### config.mk
export PLATFORM = sky130hd
export DESIGN_NAME = btn_move_conditioner_flat
export DESIGN_NICKNAME = d
export VERILOG_FILES = /design/src/rtl/ee354_2048_pkg.sv /design/src/rtl/btn_move_conditioner_if.sv /design/src/rtl/btn_move_conditioner_debounce.sv /design/src/rtl/btn_move_conditioner.sv /design/src/flat_wrapper.sv
export SDC_FILE = /design/constraint.sdc
export NUM_CORES = 1
export LEC_CHECK = 0
export BUFFER_PORTS_ARGS = -buffer_cell sky130_fd_sc_hd__buf_2
export CAP_MARGIN = 0
export CORE_UTILIZATION = 55
export DETAILED_ROUTE_END_ITERATION = 7
export GPL_ROUTABILITY_DRIVEN = 0
export GPL_TIMING_DRIVEN = 0
export PLACE_DENSITY = 0.72
export SETUP_SLACK_MARGIN = 0.02
export SLEW_MARGIN = 30
export SYNTH_ARGS = -nofsm -noshare
export SYNTH_HDL_FRONTEND = slang
export SYNTH_SLANG_ARGS = --single-unit
export TNS_END_PERCENT = 30
### constraint.sdc
create_clock -name ClkPort -period 8.45 [get_ports ClkPort]
set_input_delay 0 -clock ClkPort [delete_from_list [all_inputs] [get_ports ClkPort]]
set_output_delay 0 -clock ClkPort [all_outputs]
set_load 0.02 [all_outputs]
### src/rtl/ee354_2048_pkg.sv
// Shared 2048 definitions: move direction codes and the move handshake state encoding.
package ee354_2048_pkg;

    localparam logic [1:0] DIR_UP    = 2'b00;
    localparam logic [1:0] DIR_DOWN  = 2'b01;
    localparam logic [1:0] DIR_LEFT  = 2'b10;
    localparam logic [1:0] DIR_RIGHT = 2'b11;

    typedef enum logic [1:0] {
        MV_IDLE        = 2'b00,
        MV_PENDING     = 2'b01,
        MV_WAIT_ACK_LO = 2'b10
    } move_fsm_t;

endpackage

### src/rtl/btn_move_conditioner_if.sv
// Move-command handshake between the button conditioner (master) and the game FSM (slave).
interface btn_move_conditioner_if;
    import ee354_2048_pkg::*;

    logic       move_valid;
    logic [1:0] move_dir;
    logic       move_ack;
    logic [3:0] btn_level;
    logic       drop_pulse;

    modport master (
        output move_valid,
        output move_dir,
        output btn_level,
        output drop_pulse,
        input  move_ack
    );

    modport slave (
        input  move_valid,
        input  move_dir,
        input  btn_level,
        input  drop_pulse,
        output move_ack
    );

endinterface

### src/rtl/btn_move_conditioner_debounce.sv
// One button: synchroniser chain, stable-run counter, debounced level and rising-edge pulse.
module btn_debounce #(
    parameter int unsigned DEBOUNCE_CYCLES = 1_000_000,
    parameter int unsigned CNT_W           = 20,
    parameter int unsigned SYNC_STAGES     = 2
) (
    input  logic ClkPort,
    input  logic rst,
    input  logic btn_raw,
    output logic btn_level,
    output logic press
);

    localparam logic [CNT_W-1:0] CNT_LAST = CNT_W'(DEBOUNCE_CYCLES - 1);

    logic [SYNC_STAGES-1:0] sync_q;
    logic [CNT_W-1:0]       cnt;
    logic                   synced;

    assign synced = sync_q[SYNC_STAGES-1];

    always_ff @(posedge ClkPort or posedge rst) begin
        if (rst) begin
            sync_q <= '0;
        end else begin
            sync_q <= {sync_q[SYNC_STAGES-2:0], btn_raw};
        end
    end

    // press is registered alongside the level so it coincides with the first cycle of btn_level=1
    always_ff @(posedge ClkPort or posedge rst) begin
        if (rst) begin
            cnt       <= '0;
            btn_level <= 1'b0;
            press     <= 1'b0;
        end else begin
            press <= 1'b0;
            if (synced == btn_level) begin
                cnt <= '0;
            end else if (cnt == CNT_LAST) begin
                cnt       <= '0;
                btn_level <= ~btn_level;
                press     <= ~btn_level;
            end else begin
                cnt <= cnt + CNT_W'(1);
            end
        end
    end

endmodule

### src/rtl/btn_move_conditioner.sv
// Conditions four raw direction buttons into single move commands held on a 4-phase handshake.
module btn_move_conditioner
    import ee354_2048_pkg::*;
#(
    parameter int unsigned DEBOUNCE_CYCLES = 1_000_000,
    parameter int unsigned CNT_W           = 20,
    parameter int unsigned SYNC_STAGES     = 2
) (
    input  logic ClkPort,
    input  logic rst,
    input  logic BtnU,
    input  logic BtnD,
    input  logic BtnL,
    input  logic BtnR,
    btn_move_conditioner_if.master mv
);

    logic [3:0]             raw;
    logic [3:0]             level;
    logic [3:0]             press;
    logic [SYNC_STAGES-1:0] ack_sync;
    logic                   ack_s;
    logic                   any_press;
    logic                   multi_press;
    logic [1:0]             win_dir;
    move_fsm_t              state;
    logic                   valid_q;
    logic [1:0]             dir_q;

    assign raw = {BtnU, BtnD, BtnL, BtnR};

    for (genvar i = 0; i < 4; i++) begin : g_btn
        btn_debounce #(
            .DEBOUNCE_CYCLES(DEBOUNCE_CYCLES),
            .CNT_W          (CNT_W),
            .SYNC_STAGES    (SYNC_STAGES)
        ) u_debounce (
            .ClkPort  (ClkPort),
            .rst      (rst),
            .btn_raw  (raw[i]),
            .btn_level(level[i]),
            .press    (press[i])
        );
    end

    always_ff @(posedge ClkPort or posedge rst) begin
        if (rst) begin
            ack_sync <= '0;
        end else begin
            ack_sync <= {ack_sync[SYNC_STAGES-2:0], mv.move_ack};
        end
    end

    assign ack_s = ack_sync[SYNC_STAGES-1];

    // Fixed priority U > D > L > R; more than one set bit means someone loses
    always_comb begin
        win_dir = DIR_RIGHT;
        if (press[3]) begin
            win_dir = DIR_UP;
        end else if (press[2]) begin
            win_dir = DIR_DOWN;
        end else if (press[1]) begin
            win_dir = DIR_LEFT;
        end
        any_press   = |press;
        multi_press = (press & (press - 4'd1)) != 4'd0;
    end

    always_ff @(posedge ClkPort or posedge rst) begin
        if (rst) begin
            state   <= MV_IDLE;
            valid_q <= 1'b0;
            dir_q   <= DIR_UP;
        end else begin
            case (state)
                MV_IDLE: begin
                    if (any_press) begin
                        dir_q   <= win_dir;
                        valid_q <= 1'b1;
                        state   <= MV_PENDING;
                    end
                end
                MV_PENDING: begin
                    if (ack_s) begin
                        valid_q <= 1'b0;
                        state   <= MV_WAIT_ACK_LO;
                    end
                end
                MV_WAIT_ACK_LO: begin
                    if (!ack_s) begin
                        state <= MV_IDLE;
                    end
                end
                default: begin
                    valid_q <= 1'b0;
                    state   <= MV_IDLE;
                end
            endcase
        end
    end

    assign mv.move_valid = valid_q;
    assign mv.move_dir   = dir_q;
    assign mv.btn_level  = level;
    assign mv.drop_pulse = any_press && (multi_press || (state != MV_IDLE));

endmodule

### src/flat_wrapper.sv
// flat-port wrapper written by rule: the top's interface ports become plain ports
module btn_move_conditioner_flat import ee354_2048_pkg::*;
#(
    parameter int unsigned DEBOUNCE_CYCLES = 1_000_000,
    parameter int unsigned CNT_W           = 20,
    parameter int unsigned SYNC_STAGES     = 2
)
  (ClkPort, rst, BtnU, BtnD, BtnL, BtnR, mv_move_valid, mv_move_dir, mv_btn_level, mv_drop_pulse, mv_move_ack);
  btn_move_conditioner_if mv_i ();
  input  logic ClkPort;
  input  logic rst;
  input  logic BtnU;
  input  logic BtnD;
  input  logic BtnL;
  input  logic BtnR;
  output wire logic [$bits(mv_i.move_valid)-1:0] mv_move_valid;
  output wire logic [$bits(mv_i.move_dir)-1:0] mv_move_dir;
  output wire logic [$bits(mv_i.btn_level)-1:0] mv_btn_level;
  output wire logic [$bits(mv_i.drop_pulse)-1:0] mv_drop_pulse;
  input wire logic [$bits(mv_i.move_ack)-1:0] mv_move_ack;
  assign mv_move_valid = mv_i.move_valid;
  assign mv_move_dir = mv_i.move_dir;
  assign mv_btn_level = mv_i.btn_level;
  assign mv_drop_pulse = mv_i.drop_pulse;
  assign mv_i.move_ack = mv_move_ack;
  btn_move_conditioner #(.DEBOUNCE_CYCLES(DEBOUNCE_CYCLES), .CNT_W(CNT_W), .SYNC_STAGES(SYNC_STAGES)) u_core (.ClkPort(ClkPort), .rst(rst), .BtnU(BtnU), .BtnD(BtnD), .BtnL(BtnL), .BtnR(BtnR), .mv(mv_i));
endmodule
==> flow_summary.toml <==
[clocking]
cts_inserted_buffers = 9
h-tree-depth = 3
cts_hold_buf = 6
insertion_delay_ns = 0.37
cts-resized-gates = 0
clock_sinks = 103
cts_buffer_depth = 2
tritoncts = "built"
postCtsSetupRepairBufs = 0
cts.clk_slew.worst_paths_ns = 0.10
root_buffer = "clkbuf_8"

[synth]
yosysTopAreaCell = "dfrtp_1"
synth_top_area_share_pct = 52.59
ys_seq_elements = 103
synthCells = 490
synth_area_leaders = "dfrtp_1, xnor2_1, nor2_1, nand3_1, xor2_1"
synth_edf_count = 0
synth_cell_types = 48
synth_area_um2 = 4901
ys_seq_area_share_pct = 52.59
synth_nets = 501
async_flop_share_pct = 100.0
synthFlopType = "dfrtp_1"
syn_area_per_cell_um2 = 10.00
synth-warning-count = 0

[grt]
grt_pass1_wl_mm = 15.35
grtUsageTotal_pct = 21.57
antenna_found_initial = 0
first_global_vias = 3504
grt_max_degree = 69
grt_overflow = 0

[timing]
max_freq_mhz = 457.1
rsz0062_at_grt = "false"
fin_skew_ns = 0.008215
hold_violations = 0
post-route-period-util_pct = 25.89
max_slew_margin_pct = 68.33
setup_viol = 0
maxSlewViolCount = 0
tightest_slew_ns = 0.4751
fin_crit_ns = 2.188
holdWs_ns = 0.1611
tns_ns = 0
layout_setup_ws_ns = 6.262

[setup_path]
crit_path_max_fanout = 10
required_ns = 8.71
worstSetupPathType = "register to register"
end_kind = "register"
worstPathArrival_ns = 2.45
cp-start-kind = "register"

[drt]
routed_wl_mm = 8.770
post_drt_wl_per_cell_um = 13.81
drt_iter0_markers = 108
ant_nets = 0
drt-vias-per-instance = 5.671
drc = 0
first_pass_iters = 4
via_count = 3601

[pwr]
vdd_drop_max_mv = 0.1040
seqPwrFrac_pct = 56.8
swShare_pct = 23.08
total_power_mw = 0.8902
pwr-share-comb_pct = 3.7
internal_power_mw = 0.6847
p_per_area_nw_per_um2 = 163.7
clkPwrFrac_pct = 39.5
p_sw_mw = 0.2055
leakage_nw = 2.216

[floorplan]
core_area_um2 = 8678
dieArea_um2 = 9292
fp.dieW_um = 96.40
initial_core_util_pct = 56.47
dieHeight_um = 96.40
rows = 34
num_io_pins = 15

[final_layout]
area.growth.synth_to_final_pct = 10.93
stdcell_area_um2 = 5436
n_antenna_cell = 0
utilization_pct = 62.64
final_cell_count_no_fill = 635
drive_gt1_share_pct = 12.14
fin_nets = 533

[run]
maxCapViolations = 0

[placement]
dp_cells = 613
io_buffers = 14
dpl.hpwl_mm = 6.167
place_area_um2 = 5139
dp_slack_ns = 6.269

[hold_path]
hold_class = "input port to async pin"

[outcome]
outcome = "finished, final reports clean"
-- sequential cells by signal, indices dropped and copies added (netlist names) --
register	flops
u_core.mv.move_valid	1
u_core.ack_sync	2
u_core.g_btn.u_debounce.cnt	80
u_core.g_btn.u_debounce.press	4
u_core.mv.move_dir	2
u_core.g_btn.u_debounce.btn_level	4
u_core.g_btn.u_debounce.sync_q	8
u_core.state	2
-- cell usage after synthesis, drive strengths merged (2+ instances only) --
cell type / instances
or4b: 4
a21o: 2
nand4: 13
inv: 17
nor4: 16
or3: 14
o31ai: 11
and2: 4
nand2: 27
and3: 4
dfrtp: 103
ha: 4
nor3: 13
clkbuf: 8
or4: 19
nand2b: 2
a21oi: 28
xor2: 17
nand3: 35
mux2: 5
or2: 3
xnor2: 34
buf: 11
nor3b: 2
and3b: 3
o21ai: 19
nor2: 63
-- final timing paths --
check / depth (start not counted) / slack [ns] / to / from
hold reg to reg: 0 / 0.36 / u_core.g_btn[1].u_debounce.sync_q[1]$_DFF_PP0_ / u_core.g_btn[1].u_debounce.sync_q[0]$_DFF_PP0_
hold / removal: 3 / 0.16 / u_core.g_btn[3].u_debounce.cnt[4]$_DFF_PP0_ / rst
min in group ClkPort: 2 / 0.26 / u_core.g_btn[1].u_debounce.sync_q[0]$_DFF_PP0_ / BtnL
max in group asynchronous: 4 / 7.67 / u_core.g_btn[2].u_debounce.cnt[9]$_DFF_PP0_ / rst
setup reg to reg: 5 / 6.26 / u_core.g_btn[2].u_debounce.cnt[10]$_DFF_PP0_ / u_core.g_btn[2].u_debounce.cnt[15]$_DFF_PP0_
setup / recovery: 5 / 6.26 / u_core.g_btn[2].u_debounce.cnt[10]$_DFF_PP0_ / u_core.g_btn[2].u_debounce.cnt[15]$_DFF_PP0_
-- cell families after synthesis --
family | Yosys count | synth area share (%)
AO/OA/AOI/OAI | 63 | 7.633
XOR/XNOR | 51 | 9.114
adder cells (fa/ha/maj) | 5 | 1.225
buffers and inverters | 36 | 3.395
flip-flops | 103 | 52.59
multiplexers | 5 | 1.149
AND/OR/NAND/NOR | 227 | 24.89
-- placed cells by master, fill, tap and decap left out, drive strengths merged, types with 5 or more instances in the layout --
cell,n
dfrtp,103
nor2,63
nand3,35
xnor2,34
a21oi,28
nand2,27
buf,26
inv,20
o21ai,19
or4,19
xor2,17
clkbuf,17
nor4,16
or3,14
nand4,13
nor3,13
o31ai,11
dlygate4sd3,6
mux2,5
-- critical path, stage by stage (launching register included) --
cell     delay, ns
dfrtp_1       0.43
or4b_1        0.53
or4_4         0.55
o21ai_4       0.32
buf_6         0.20
nor2_1        0.05
-- power groups by stage --
stage                     clock network (mW)  registers (mW)  logic [mW]
final                                  0.351           0.506      0.0330
after global routing                   0.383           0.507      0.0389
after CTS                              0.365           0.506      0.0342
after detailed placement                   0           0.515      0.0320
after floorplan                            0           0.514      0.0222
after global placement                     0           0.515      0.0294
-- final cells by class --
cell class | instances | area (um2)
Clock inverter | 7 | 113.9
Tap cell | 108 | 135.1
Fill cell | 760 | 3242
Timing Repair Buffer | 21 | 157.7
Sequential cell | 103 | 2577
Multi-Input combinational cell | 351 | 2157
Inverter | 17 | 68.82
Buffer | 19 | 102.6
Clock buffer | 9 | 123.9
-- metal layers --
| metal | up-vias | share of wire (%) | global-route usage (%) |
|---|---|---|---|
| li1 | 1795 | - | - |
| met1 | 1742 | 47 | 27.13 |
| met2 | 54 | 49 | 36.64 |
| met3 | 10 | 2.8 | 4.538 |
| met4 | 0 | 1.4 | 8.333 |
| met5 | - | 0 | 0 |
Power figures use the tool's default switching activity.
